$ cat src/rtl/mem_io_pkg.sv
// mem_io_pkg: shared definitions for the LC-3 memory / memory-mapped I/O
// controller (mem_io_ctrl and its io_regs sub-module).
//   - Device register addresses (KBSR, KBDR, DSR, DDR).
//   - Controller state enum and decoded access-target enum.
//   - decode_addr(): maps a 16-bit address to its access target.
// Optional feature macro used by the including files: MEM_IO_KBIE_EN.

package mem_io_pkg;

    localparam logic [15:0] KBSR_ADDR = 16'hFE00;
    localparam logic [15:0] KBDR_ADDR = 16'hFE02;
    localparam logic [15:0] DSR_ADDR  = 16'hFE04;
    localparam logic [15:0] DDR_ADDR  = 16'hFE06;

    typedef enum logic [1:0] {
        IDLE,
        BUSY,
        DONE,
        DRAIN
    } mem_io_state_t;

    typedef enum logic [2:0] {
        SEL_RAM,
        SEL_KBSR,
        SEL_KBDR,
        SEL_DSR,
        SEL_DDR
    } io_sel_t;

    // Only the four exact device addresses are I/O; everything else,
    // including the rest of the xFE08-xFFFF page, is plain RAM.
    function automatic io_sel_t decode_addr(input logic [15:0] addr);
        case (addr)
            KBSR_ADDR: return SEL_KBSR;
            KBDR_ADDR: return SEL_KBDR;
            DSR_ADDR:  return SEL_DSR;
            DDR_ADDR:  return SEL_DDR;
            default:   return SEL_RAM;
        endcase
    endfunction

endpackage

$ cat src/rtl/mem_io_ctrl_io_regs.sv
// io_regs: keyboard and display device registers for mem_io_ctrl.
// Holds KBSR/KBDR/DSR/DDR, the keyboard and display byte handshakes and the
// keyboard interrupt. Read/write strobes arrive already qualified by the
// controller FSM (one cycle, on the edge that completes the access).
// Ports:
//   clk, rst            system clock, synchronous active-high reset
//   sel                 decoded target of the current access
//   rd_en / wr_en       access-complete strobes for a read / write
//   wr_ie, wr_byte      write data bit 14 and low byte
//   rdata               zero-extended register read value (combinational)
//   kb_valid/kb_data/kb_ack        keyboard byte handshake
//   disp_valid/disp_data/disp_ready display byte handshake
//   kb_irq              keyboard interrupt
// Macro MEM_IO_KBIE_EN: when defined KBSR[14] is writable and kb_irq is
// the registered KBSR[15] & KBSR[14]; otherwise KBSR[14] reads 0, and
// kb_irq is tied low.

module io_regs
    import mem_io_pkg::*;
(
    input  logic        clk,
    input  logic        rst,
    input  io_sel_t     sel,
    input  logic        rd_en,
    input  logic        wr_en,
    input  logic        wr_ie,
    input  logic [7:0]  wr_byte,
    output logic [15:0] rdata,
    input  logic        kb_valid,
    input  logic [7:0]  kb_data,
    output logic        kb_ack,
    output logic        disp_valid,
    output logic [7:0]  disp_data,
    input  logic        disp_ready,
    output logic        kb_irq
);

    logic       kbsr_rdy_q, kbsr_rdy_d;
    logic [7:0] kbdr_q, kbdr_d;
    logic       dsr_rdy_q, dsr_rdy_d;
    logic       disp_valid_q, disp_valid_d;
    logic [7:0] disp_data_q, disp_data_d;
    logic       kb_ack_q, kb_ack_d;
    logic       kbsr_ie_q;
    logic       kbdr_clr;

    assign kbdr_clr = rd_en && (sel == SEL_KBDR);

    always_comb begin
        kbsr_rdy_d   = kbsr_rdy_q;
        kbdr_d       = kbdr_q;
        dsr_rdy_d    = dsr_rdy_q;
        disp_valid_d = disp_valid_q;
        disp_data_d  = disp_data_q;
        kb_ack_d     = 1'b0;

        // A KBDR read clearing the ready bit blocks capture on the same
        // edge, so the new byte waits one cycle instead of being lost.
        if (!kbsr_rdy_q && kb_valid && !kbdr_clr) begin
            kbdr_d     = kb_data;
            kbsr_rdy_d = 1'b1;
            kb_ack_d   = 1'b1;
        end
        if (kbdr_clr) begin
            kbsr_rdy_d = 1'b0;
        end

        // DDR writes while the display is busy are silently dropped.
        if (wr_en && (sel == SEL_DDR) && dsr_rdy_q) begin
            disp_data_d  = wr_byte;
            dsr_rdy_d    = 1'b0;
            disp_valid_d = 1'b1;
        end
        if (disp_valid_q && disp_ready) begin
            disp_valid_d = 1'b0;
            dsr_rdy_d    = 1'b1;
        end
    end

    always_ff @(posedge clk) begin
        if (rst) begin
            kbsr_rdy_q   <= 1'b0;
            kbdr_q       <= 8'h00;
            dsr_rdy_q    <= 1'b1;
            disp_valid_q <= 1'b0;
            disp_data_q  <= 8'h00;
            kb_ack_q     <= 1'b0;
        end else begin
            kbsr_rdy_q   <= kbsr_rdy_d;
            kbdr_q       <= kbdr_d;
            dsr_rdy_q    <= dsr_rdy_d;
            disp_valid_q <= disp_valid_d;
            disp_data_q  <= disp_data_d;
            kb_ack_q     <= kb_ack_d;
        end
    end

`ifdef MEM_IO_KBIE_EN
    logic kbsr_ie_d;
    logic kb_irq_q, kb_irq_d;

    always_comb begin
        kbsr_ie_d = kbsr_ie_q;
        if (wr_en && (sel == SEL_KBSR)) begin
            kbsr_ie_d = wr_ie;
        end
        kb_irq_d = kbsr_rdy_q & kbsr_ie_q;
    end

    always_ff @(posedge clk) begin
        if (rst) begin
            kbsr_ie_q <= 1'b0;
            kb_irq_q  <= 1'b0;
        end else begin
            kbsr_ie_q <= kbsr_ie_d;
            kb_irq_q  <= kb_irq_d;
        end
    end

    assign kb_irq = kb_irq_q;
`else
    logic unused_wr_ie;
    assign unused_wr_ie = wr_ie;
    assign kbsr_ie_q    = 1'b0;
    assign kb_irq       = 1'b0;
`endif

    always_comb begin
        rdata = 16'h0000;
        case (sel)
            SEL_KBSR: rdata = {kbsr_rdy_q, kbsr_ie_q, 14'h0000};
            SEL_KBDR: rdata = {8'h00, kbdr_q};
            SEL_DSR:  rdata = {dsr_rdy_q, 15'h0000};
            SEL_DDR:  rdata = {8'h00, disp_data_q};
            default:  rdata = 16'h0000;
        endcase
    end

    assign kb_ack     = kb_ack_q;
    assign disp_valid = disp_valid_q;
    assign disp_data  = disp_data_q;

endmodule

$ cat src/rtl/mem_io_ctrl.sv
// mem_io_ctrl: LC-3 memory and memory-mapped I/O controller.
// Takes the control FSM's CS/WE request, routes it to the RAM array or to
// the keyboard/display registers (io_regs), and returns read data with a
// one-cycle ready pulse LATENCY+1 edges after the request edge.
// Ports:
//   CLK, RST                 system clock, synchronous active-high reset
//   CS, WE, ADDR, DataIn     access request (held until ready), from MAR/MDR
//   out, ready               read data to MEM_MUX and the R signal
//   ram_addr/ram_din/ram_we  RAM array port; ram_dout is its registered read
//   kb_valid/kb_data/kb_ack  keyboard byte handshake
//   disp_valid/disp_data/disp_ready display byte handshake
//   kb_irq                   keyboard interrupt
// Parameter LATENCY (>= 1): wait count of the BUSY state.
// Macro MEM_IO_KBIE_EN: enables the KBSR interrupt-enable bit and kb_irq.

module mem_io_ctrl
    import mem_io_pkg::*;
#(
    parameter int LATENCY = 2
) (
    input  logic        CLK,
    input  logic        RST,
    input  logic        CS,
    input  logic        WE,
    input  logic [15:0] ADDR,
    input  logic [15:0] DataIn,
    output logic [15:0] out,
    output logic        ready,
    output logic [15:0] ram_addr,
    output logic [15:0] ram_din,
    output logic        ram_we,
    input  logic [15:0] ram_dout,
    input  logic        kb_valid,
    input  logic [7:0]  kb_data,
    output logic        kb_ack,
    output logic        disp_valid,
    output logic [7:0]  disp_data,
    input  logic        disp_ready,
    output logic        kb_irq
);

    localparam int               CNT_W    = $clog2(LATENCY + 1);
    localparam logic [CNT_W-1:0] CNT_LAST = CNT_W'(LATENCY);

    mem_io_state_t    state_q, state_d;
    logic [CNT_W-1:0] cnt_q, cnt_d;
    logic [15:0]      addr_q, addr_d;
    logic [15:0]      wdata_q, wdata_d;
    logic             we_q, we_d;
    logic [15:0]      out_q, out_d;
    logic             ram_we_q, ram_we_d;

    io_sel_t     sel;
    logic        access_end;
    logic [15:0] io_rdata;

    assign sel        = decode_addr(addr_q);
    assign access_end = (state_q == BUSY) && (cnt_q == CNT_LAST);

    // NOTE: every signal written here is given its default first, so no
    // path leaves one unassigned and no latch is inferred.
    always_comb begin
        state_d  = state_q;
        cnt_d    = cnt_q;
        addr_d   = addr_q;
        wdata_d  = wdata_q;
        we_d     = we_q;
        out_d    = out_q;
        ram_we_d = 1'b0;

        case (state_q)
            IDLE: begin
                if (CS) begin
                    state_d  = BUSY;
                    addr_d   = ADDR;
                    wdata_d  = DataIn;
                    we_d     = WE;
                    cnt_d    = '0;
                    // Single write pulse, aligned with the first BUSY cycle.
                    ram_we_d = WE && (decode_addr(ADDR) == SEL_RAM);
                end
            end
            BUSY: begin
                if (access_end) begin
                    state_d = DONE;
                    if (!we_q) begin
                        out_d = (sel == SEL_RAM) ? ram_dout : io_rdata;
                    end
                end else begin
                    cnt_d = cnt_q + 1'b1;
                end
            end
            DONE:    state_d = DRAIN;
            // Waiting for CS to drop keeps a held request from re-firing.
            DRAIN:   if (!CS) state_d = IDLE;
            default: state_d = IDLE;
        endcase
    end

    // NOTE: state registers use non-blocking assignments so every flop
    // samples the pre-edge values, independent of statement order.
    always_ff @(posedge CLK) begin
        if (RST) begin
            state_q  <= IDLE;
            cnt_q    <= '0;
            addr_q   <= 16'h0000;
            wdata_q  <= 16'h0000;
            we_q     <= 1'b0;
            out_q    <= 16'h0000;
            ram_we_q <= 1'b0;
        end else begin
            state_q  <= state_d;
            cnt_q    <= cnt_d;
            addr_q   <= addr_d;
            wdata_q  <= wdata_d;
            we_q     <= we_d;
            out_q    <= out_d;
            ram_we_q <= ram_we_d;
        end
    end

    io_regs u_io_regs (
        .clk        (CLK),
        .rst        (RST),
        .sel        (sel),
        .rd_en      (access_end && !we_q),
        .wr_en      (access_end && we_q),
        .wr_ie      (wdata_q[14]),
        .wr_byte    (wdata_q[7:0]),
        .rdata      (io_rdata),
        .kb_valid   (kb_valid),
        .kb_data    (kb_data),
        .kb_ack     (kb_ack),
        .disp_valid (disp_valid),
        .disp_data  (disp_data),
        .disp_ready (disp_ready),
        .kb_irq     (kb_irq)
    );

    assign out      = out_q;
    assign ready    = (state_q == DONE);
    assign ram_addr = addr_q;
    assign ram_din  = wdata_q;
    assign ram_we   = ram_we_q;

endmodule

$ cat config.mk
export PLATFORM = sky130hd
export DESIGN_NAME = mem_io_ctrl
export DESIGN_NICKNAME = d
export VERILOG_FILES = /design/src/rtl/mem_io_pkg.sv /design/src/rtl/mem_io_ctrl_io_regs.sv /design/src/rtl/mem_io_ctrl.sv
export SDC_FILE = /design/constraint.sdc
export NUM_CORES = 1
export LEC_CHECK = 0
export ABC_AREA = 0
export CAP_MARGIN = 15
export CORE_MARGIN = 4
export CORE_UTILIZATION = 42
export DETAILED_ROUTE_END_ITERATION = 8
export PLACE_DENSITY = 0.84
export SYNTH_ARGS = -nofsm -noshare
export SYNTH_HDL_FRONTEND = slang
export SYNTH_SLANG_ARGS = --single-unit
$ cat constraint.sdc
create_clock -name CLK -period 4.8 [get_ports CLK]
set_clock_uncertainty 0.1 [all_clocks]
set_input_delay 1.2 -clock CLK [delete_from_list [all_inputs] [get_ports CLK]]
set_output_delay 1.2 -clock CLK [all_outputs]
set_load 0.02 [all_outputs]
======== Word-level counts from Yosys, hierarchy flattened ========
Index checks and enable logic that the tools add are counted.
operators by class
  $add $sub $neg .......................... 1
  equal/unequal tests ..................... 20
  mux-type cells .......................... 14
  bitwise logic cells ..................... 3
  reductions and logical operators ........ 24
operators by type and width
  cell                                                             count
  16-bit == test, second input constant                            8
  16-bit one-hot mux with 4 select lines                           1
  3-bit one-hot mux with 4 select lines                            2
  16-bit 2-to-1 mux                                                1
  1-bit logical AND                                                10
  2-bit 2-to-1 mux                                                 5
  3-bit AND reduction                                              3
  2-bit != test, second input constant                             4
  2-bit one-hot mux with 4 select lines                            1
  2-bit == test, second input constant                             3
  3-bit by 2-bit == test with 1-bit output, second input constant  2
  3-bit logical NOT                                                2
  3-bit 2-to-1 mux                                                 2
  2-bit one-hot mux with 2 select lines                            1
  2-bit OR reduction                                               2
  3-bit by 1-bit == test with 1-bit output, second input constant  1
  3-bit == test, second input constant                             1
  1-bit logical NOT                                                3
  1-bit NOT                                                        3
  3-bit OR reduction                                               1
  2-bit by 1-bit adder with 2-bit output, second input constant    1
  2-bit by 1-bit == test with 1-bit output, second input constant  1
  2-bit logical NOT                                                1
  2-bit AND reduction                                              1
  other kinds (2)                                                  2
storage, ports and cells
  bits in registers ....................... 74
  bits of input ports ..................... 62
  output and inout port bits .............. 61
  word-level logic and storage cells ...... 75

======== Logic depth before layout (Yosys ltp) ========
Gate-level depths: netlist (run 1).
  depth in word-level cells ............... 7
  mapped depth ............................ 9
  mapped depth without buffers ............ 6

======== By module ========
From an unflattened synthesis (run 1), not the netlist that was laid out.
unflattened totals
  cell total of the unflattened synthesis .. 392
  area, all modules ....................... 3549.7 um^2
modules (own cells, without submodules)
  module       instances  cells an instance  area each (um^2)  sequential area each (um^2)
  mem_io_ctrl  1          287                2493.6            1081.0
  io_regs      1          105                1056.0            400.4

======== Worst setup path before layout (run 1) ========
OpenSTA, ideal clock, no wires.
  path kind ............................... input to register
  from .................................... input port kb_valid
  to ...................................... register u_io_regs.kbdr_q[0]
  library setup time ...................... 0.134 ns
  arrival time ............................ 2.109 ns
  data required time ...................... 4.566 ns
  setup slack ............................. 2.457 ns
  stages .................................. 6
  path buffers ............................ 2
  cell sequence ........................... nand2b_1 clkbuf_1 clkbuf_1 nor3b_1 a32oi_1 o311ai_1
between the ends
  longest elaborated chain between the ends .. 2
RTL lines
  element                          line                       text
  start, declared                  mem_io_ctrl.sv:33          input logic kb_valid,
  1-bit logical AND (2 in series)  mem_io_ctrl_io_regs.sv:59  if (!kbsr_rdy_q && kb_valid && !kbdr_clr) begin
  end signal, assigned             mem_io_ctrl_io_regs.sv:90  kbdr_q <= kbdr_d;
  end, declared                    mem_io_ctrl_io_regs.sv:39  logic [7:0] kbdr_q, kbdr_d;
No other way between the ends.
A chain may end at the register's enable or synchronous reset.

======== Final worst setup path (run 1) ========
  from .................................... register addr_q[2], in the netlist ram_addr[2]
  to ...................................... output port ram_addr[2]
RTL lines
  element                 line                text
  start, declared         mem_io_ctrl.sv:47   logic [15:0] addr_q, addr_d;
  start signal, assigned  mem_io_ctrl.sv:114  addr_q <= addr_d;
  end, declared           mem_io_ctrl.sv:29   output logic [15:0] ram_addr,
No word-level cell between the ends.

==> results.toml, run 1 <==
[grt]
grtUsageMet2 = 0.348
track_usage = 0.205
antenna_found_initial = 0
gr-total-overflow = 0
grt_pass1_vias = 2992
top_usage_layer = "met2"
use_met3 = 0.0367
grt_pass1_wl_um = 14400
grt_max_degree = 43
grt_use_met1 = 0.254

[worst_setup_path]
worst_path_largest_cell_delay_ns = 0.76
worst-path-buf-inv = 1
worstPathRequired_ns = 3.50
crit_path_end_kind = "output pin"
critPathArrivalTime_ns = 1.84
path_class = "reg2out"
path_cells = "clkdlybuf4s50_1"
crit_path_top_delay_cell = "dfxtp_1"
cp-start-kind = "flop"
cp_max_fo = 14
critPathTopFamily = "flip-flops"

[route]
routed_wl_um = 9210
drc = 0
firstDrtPassIters = 5
drt_iter0_drc = 168
vias_per_cell = 5.42
wl_per_cell_um = 15.7
antenna_left = 0
num_vias = 3186

[synthesis]
ys_ff_latch = 74
ys_warn_count = 0
synth_area_leaders = "dfxtp_1, nand2_1, a21oi_1"
ys_seq_area_frac = 0.467
avgSynthCellArea_um2 = 8.36
netlist_instances = 379
synth_cell_types = 43
synth_top_cell_area_share = 0.467
yosysTopAreaCell = "dfxtp_1"
syn-num-nets = 447
netlist_area_um2 = 3170

[timing]
period_needed_ns = 3.14
tightestPinTransition_ns = 1.14
finalSetupTns_ns = 0
rsz0062_at_grt = "no"
finalSetupViolCount = 0
fmax_mhz = 318
final.period_utilization = 0.654
hold_violations = 0
slew-limit-headroom = 0.243
report.final.slew_viol_count = 0
timing.hold.ws_ns = 0.355

[clocking]
cts_resized = 0
cts_tree = "done"
htree_levels = 3
cts.reportedPaths.clkPinSlew_ns = 0.09
clockBufferDepth = 2
post-cts-setup-buffer-count = 0
root_buffer = "clkbuf_8"
clock_sinks = 74
cts_buffers = 9
clk_latency_ns = 0.35
hold_buffers = 0

[cells_and_area]
drive_above_1_share = 0.0470
layout.nets = 552
multiInputGateArea_um2 = 1550
n_antenna_cell = 0
area_delta_synth_final_pct = 44.3
seqCellArea_um2 = 1480
fillers = 647

[pwr]
fin_total_pwr_mw = 1.73
p_leak_nw = 1.55
p_per_area_nw_per_um2 = 379
worst_ir_drop_vdd_mv = 0.183

[floorplanning]
die_y_um = 94.9
die_area_um2 = 9000
core_area_um2 = 7290
boundaryPins = 123
initial_core_util = 0.435
rows = 31
die_w_um = 94.9

[place]
gp_congestion = 0.829
port_buffers = 121
dp_hpwl_um = 6610

[status]
status = "complete, no violations"

[hold_path]
hold_path_class = "reg2reg"

[job]
maxCapViolCount = 0
==> synth_stat cells, drive strengths merged <==
| cell type | instances |
|---|---|
| o41ai | 1 |
| nor3 | 4 |
| and2 | 2 |
| and4 | 4 |
| nor4 | 1 |
| nor4b | 1 |
| o21ai | 17 |
| or4 | 1 |
| nand4 | 3 |
| conb | 1 |
| a21oi | 49 |
| a211oi | 1 |
| nand2 | 96 |
| o311ai | 8 |
| ha | 6 |
| and4bb | 1 |
| clkinv | 1 |
| o21bai | 1 |
| a32oi | 16 |
| nand3 | 17 |
| nor2b | 2 |
| nor2 | 10 |
| o31ai | 1 |
| a22oi | 1 |
| and3b | 1 |
| inv | 4 |
| nand2b | 2 |
| a221o | 2 |
| mux2i | 9 |
| buf | 11 |
| dfxtp | 74 |
| nand3b | 2 |
| clkbuf | 17 |
| a31oi | 2 |
| nor3b | 9 |
| nand4b | 1 |
==> stage by stage <==
| stage | util | cell area (um^2) | setup WS (ns) | instances |
|---|---|---|---|---|
| global route | 0.627 | 4570 | 1.58 | 588 |
| CTS | 0.627 | 4570 | 1.67 | 588 |
| floorplan | - | 3170 | 2.46 | 379 |
| detailed placement | 0.602 | 4390 | 1.66 | 572 |
| finish | 0.627 | 4570 | 1.66 | 588 |
| global placement | 0.602 | 4390 | 1.72 | 572 |
==> layout by cell type (no fill, tap or decap), drive strengths merged <==
cell type / instances
clkdlybuf4s50: 120
nand4: 3
or4: 1
mux2i: 9
nor4: 1
inv: 7
o41ai: 1
and4bb: 1
nand3b: 2
a221o: 2
and3b: 1
conb: 1
nor2: 10
and2: 2
a22oi: 1
nor3b: 9
nand4b: 1
buf: 2
a211oi: 1
clkinv: 3
a31oi: 2
o21bai: 1
ha: 6
nand2b: 2
a21oi: 49
clkbuf: 9
o21ai: 17
o311ai: 8
nand3: 17
nand2: 96
nor2b: 2
clkinvlp: 2
o31ai: 1
nor3: 4
a32oi: 16
dfxtp: 74
nor4b: 1
and4: 4
==> flip-flops by register name, summed over array words and instances (netlist names) <==
| register | count |
|---|---|
| ram_din | 16 |
| ram_we | 1 |
| we_q | 1 |
| out | 16 |
| u_io_regs.dsr_rdy_q | 1 |
| cnt_q | 2 |
| u_io_regs.disp_data | 8 |
| state_q | 2 |
| u_io_regs.kbdr_q | 8 |
| ram_addr | 16 |
| u_io_regs.disp_valid | 1 |
| u_io_regs.kbsr_rdy_q | 1 |
| u_io_regs.kb_ack | 1 |
==> final cells by class <==
cell class              instances  share of cell area
inverters                       5             0.00411
clock inverters                 7              0.0129
multi-input cells             272               0.339
repair buffers                122               0.265
well taps                      99              0.0271
flip-flops and latches         74               0.324
clock buffers                   9              0.0271
==> cell families after synthesis <==
| logic type | after synthesis | synth area share |
|---|---|---|
| buffers and inverters | 33 | 0.0430 |
| adders and majority gates | 6 | 0.0237 |
| muxes | 9 | 0.0284 |
| and+or+nand+nor | 157 | 0.241 |
| other | 1 | 0.00118 |
| AOI/OAI and AO/OA | 99 | 0.195 |
| DFF | 74 | 0.467 |
==> power breakdown <==
part / switching [mW] / total, mW / internal (mW) / leakage [nW]
Clock: 0.254 / 0.448 / 0.195 / 0.0868
Sequential: 0.0661 / 0.755 / 0.688 / 0.604
Combinational: 0.291 / 0.530 / 0.239 / 0.858
==> per-layer routing <==
metal | share of wire | vias up
met5 | 0 | -
met3 | 0.045 | 17
met2 | 0.51 | 93
met1 | 0.42 | 1516
li1 | - | 1560
met4 | 0.022 | 0
==> final timing paths <==
path / cells past startpoint / endpoint / slack (ns) / startpoint
max: 1 / ram_addr[2] / 1.66 / ram_addr[2]$_SDFFE_PP0P_
min: 2 / out[14]$_SDFFE_PP0P_ / 0.35 / out[14]$_SDFFE_PP0P_
max reg2reg: 3 / u_io_regs.kbdr_q[6]$_SDFFE_PP0P_ / 2.38 / ram_addr[4]$_SDFFE_PP0P_
min reg2reg: 2 / out[14]$_SDFFE_PP0P_ / 0.35 / out[14]$_SDFFE_PP0P_
(Power assumes the default switching activity.)
==> run 2: changes to the inputs <==
CORE_UTILIZATION = 39   (was 42)
PLACE_DENSITY = 0.83   (was 0.84)
clock period = 2.6 ns   (was 4.8 ns; I/O delays follow)
==> results.toml, run 2 (synthesis gave the netlist of run 1 again) <==
[clocking]
clk_latency_ns = 0.34
htree_levels = 3
cts.reportedPaths.clkPinSlew_ns = 0.07
cts_resized = 0
clock_sinks = 74
hold_buffers = 0
root_buffer = "clkbuf_8"
post-cts-setup-buffer-count = 0
cts_buffers = 9
cts_tree = "done"
clockBufferDepth = 2

[pwr]
p_leak_nw = 1.60
p_per_area_nw_per_um2 = 711
worst_ir_drop_vdd_mv = 0.358

[status]
status = "complete, no violations"

[worst_setup_path]
cp_num_cells = 3
reg2reg_to = "u_io_regs.kbdr_q[4]$_SDFFE_PP0P_"
r2r_slack_ns = 0.41
worst_path_largest_cell_delay_ns = 0.62
cp-start-kind = "flop"
path_class = "reg2out"
path_cells = "inv_1, ha_1, clkdlybuf4s50_1"
worst-path-buf-inv = 2
reg2reg_depth = 7
endpoint = "ready"
cp_max_fo = 4
crit_path_top_delay_cell = "clkdlybuf4s50_1"
crit_path_end_kind = "output pin"
critPathArrivalTime_ns = 1.60
critPathTopFamily = "buffers and inverters"
crit_start = "state_q[0]$_SDFFE_PP0P_"
regToRegStartpoint = "state_q[1]$_SDFFE_PP0P_"
worstPathRequired_ns = 1.85

[hold_path]
hold_path_class = "reg2reg"
min-delay-start = "out[11]$_SDFFE_PP0P_"

[floorplanning]
initial_core_util = 0.406
die_w_um = 98.1
die_y_um = 98.1
core_area_um2 = 7810
rows = 32
die_area_um2 = 9630
boundaryPins = 123

[timing]
tightestPinTransition_ns = 0.630
finalSetupTns_ns = 0
finalSetupViolCount = 0
report.final.slew_viol_count = 0
final.period_utilization = 0.906
hold_violations = 0
fmax_mhz = 425
rsz0062_at_grt = "no"
slew-limit-headroom = 0.580
timing.hold.ws_ns = 0.352
setup_slack_ns = 0.245
period_needed_ns = 2.35

[route]
antenna_left = 0
drc = 0
routed_wl_um = 9350
wl_per_cell_um = 15.6
drt_iter0_drc = 171
vias_per_cell = 5.38
num_vias = 3220
firstDrtPassIters = 4

[grt]
grt_max_degree = 35
grt_pass1_wl_um = 15200
grt_pass1_vias = 3234
gr-total-overflow = 0
track_usage = 0.192
antenna_found_initial = 0

[cells_and_area]
final_common_cell = "clkdlybuf4s50_1"
n_antenna_cell = 0
layout.nets = 559
area_delta_synth_final_pct = 46.7
drive_above_1_share = 0.0585
fillers = 687
mostFrequentLayoutCells = "clkdlybuf4s50_1, nand2_1, dfxtp_1"

[job]
maxCapViolCount = 0

[place]
dp_hpwl_um = 6770
gp_congestion = 0.837
pre_cts_slack_ns = 0.247
port_buffers = 121
-- run 2: power by group --
| part | total [mW] | switching (mW) | internal (mW) | leakage (nW) |
|---|---|---|---|---|
| sequential | 1.38 | 0.107 | 1.27 | 0.604 |
| clock | 0.910 | 0.415 | 0.495 | 0.0986 |
| combinational | 1.02 | 0.559 | 0.459 | 0.893 |
| total | 3.31 | 1.08 | 2.22 | 1.60 |
-- run 2: worst min path at each step --
stage,to,slack (ns),cells past startpoint
global route,out[13]$_SDFFE_PP0P_,0.38,2
global placement,out[14]$_SDFFE_PP0P_,0.34,2
detailed placement,out[11]$_SDFFE_PP0P_,0.34,2
CTS,out[11]$_SDFFE_PP0P_,0.35,2
floorplan,ram_din[14]$_SDFFE_PP0P_,0.34,2
finish,out[11]$_SDFFE_PP0P_,0.35,2
-- run 2: metrics by stage --
| step | util | cells | instance area [um^2] | total power, mW |
|---|---|---|---|---|
| 2_1_floorplan | - | 379 | 3170 | 1.98 |
| 3_3_place_gp | 0.569 | 582 | 4450 | 2.38 |
| 3_5_place_dp | 0.569 | 582 | 4450 | 2.42 |
| 4_1_cts | 0.596 | 598 | 4650 | 3.33 |
| 5_1_grt | 0.596 | 598 | 4650 | 3.48 |
| 6_report | 0.596 | 598 | 4650 | 3.31 |
-- run 2: area by class of cell --
cell class / count / area [um^2] / share of cell area
Sequential cell: 74 / 1480 / 0.319
Inverter: 5 / 18.8 / 0.00404
Clock buffer: 12 / 155 / 0.0334
Clock inverter: 4 / 50.0 / 0.0108
Multi-Input combinational cell: 272 / 1550 / 0.334
Tap cell: 102 / 128 / 0.0274
Timing Repair Buffer: 129 / 1270 / 0.272
-- run 2: layer usage --
metal,wire [um],global-route usage,vias to the layer above
met4,206,0.0840,0
met2,4530,0.331,107
met5,0,0,-
li1,-,-,1574
met3,551,0.0429,19
met1,4060,0.228,1520
-- run 2: worst register-to-register path, cell delays in order (launching register included) --
cell	delay, ns
dfxtp_1	0.34
inv_1	0.10
ha_1	0.31
and3b_1	0.19
buf_4	0.17
nand2b_1	0.36
a32oi_1	0.30
o311ai_0	0.18
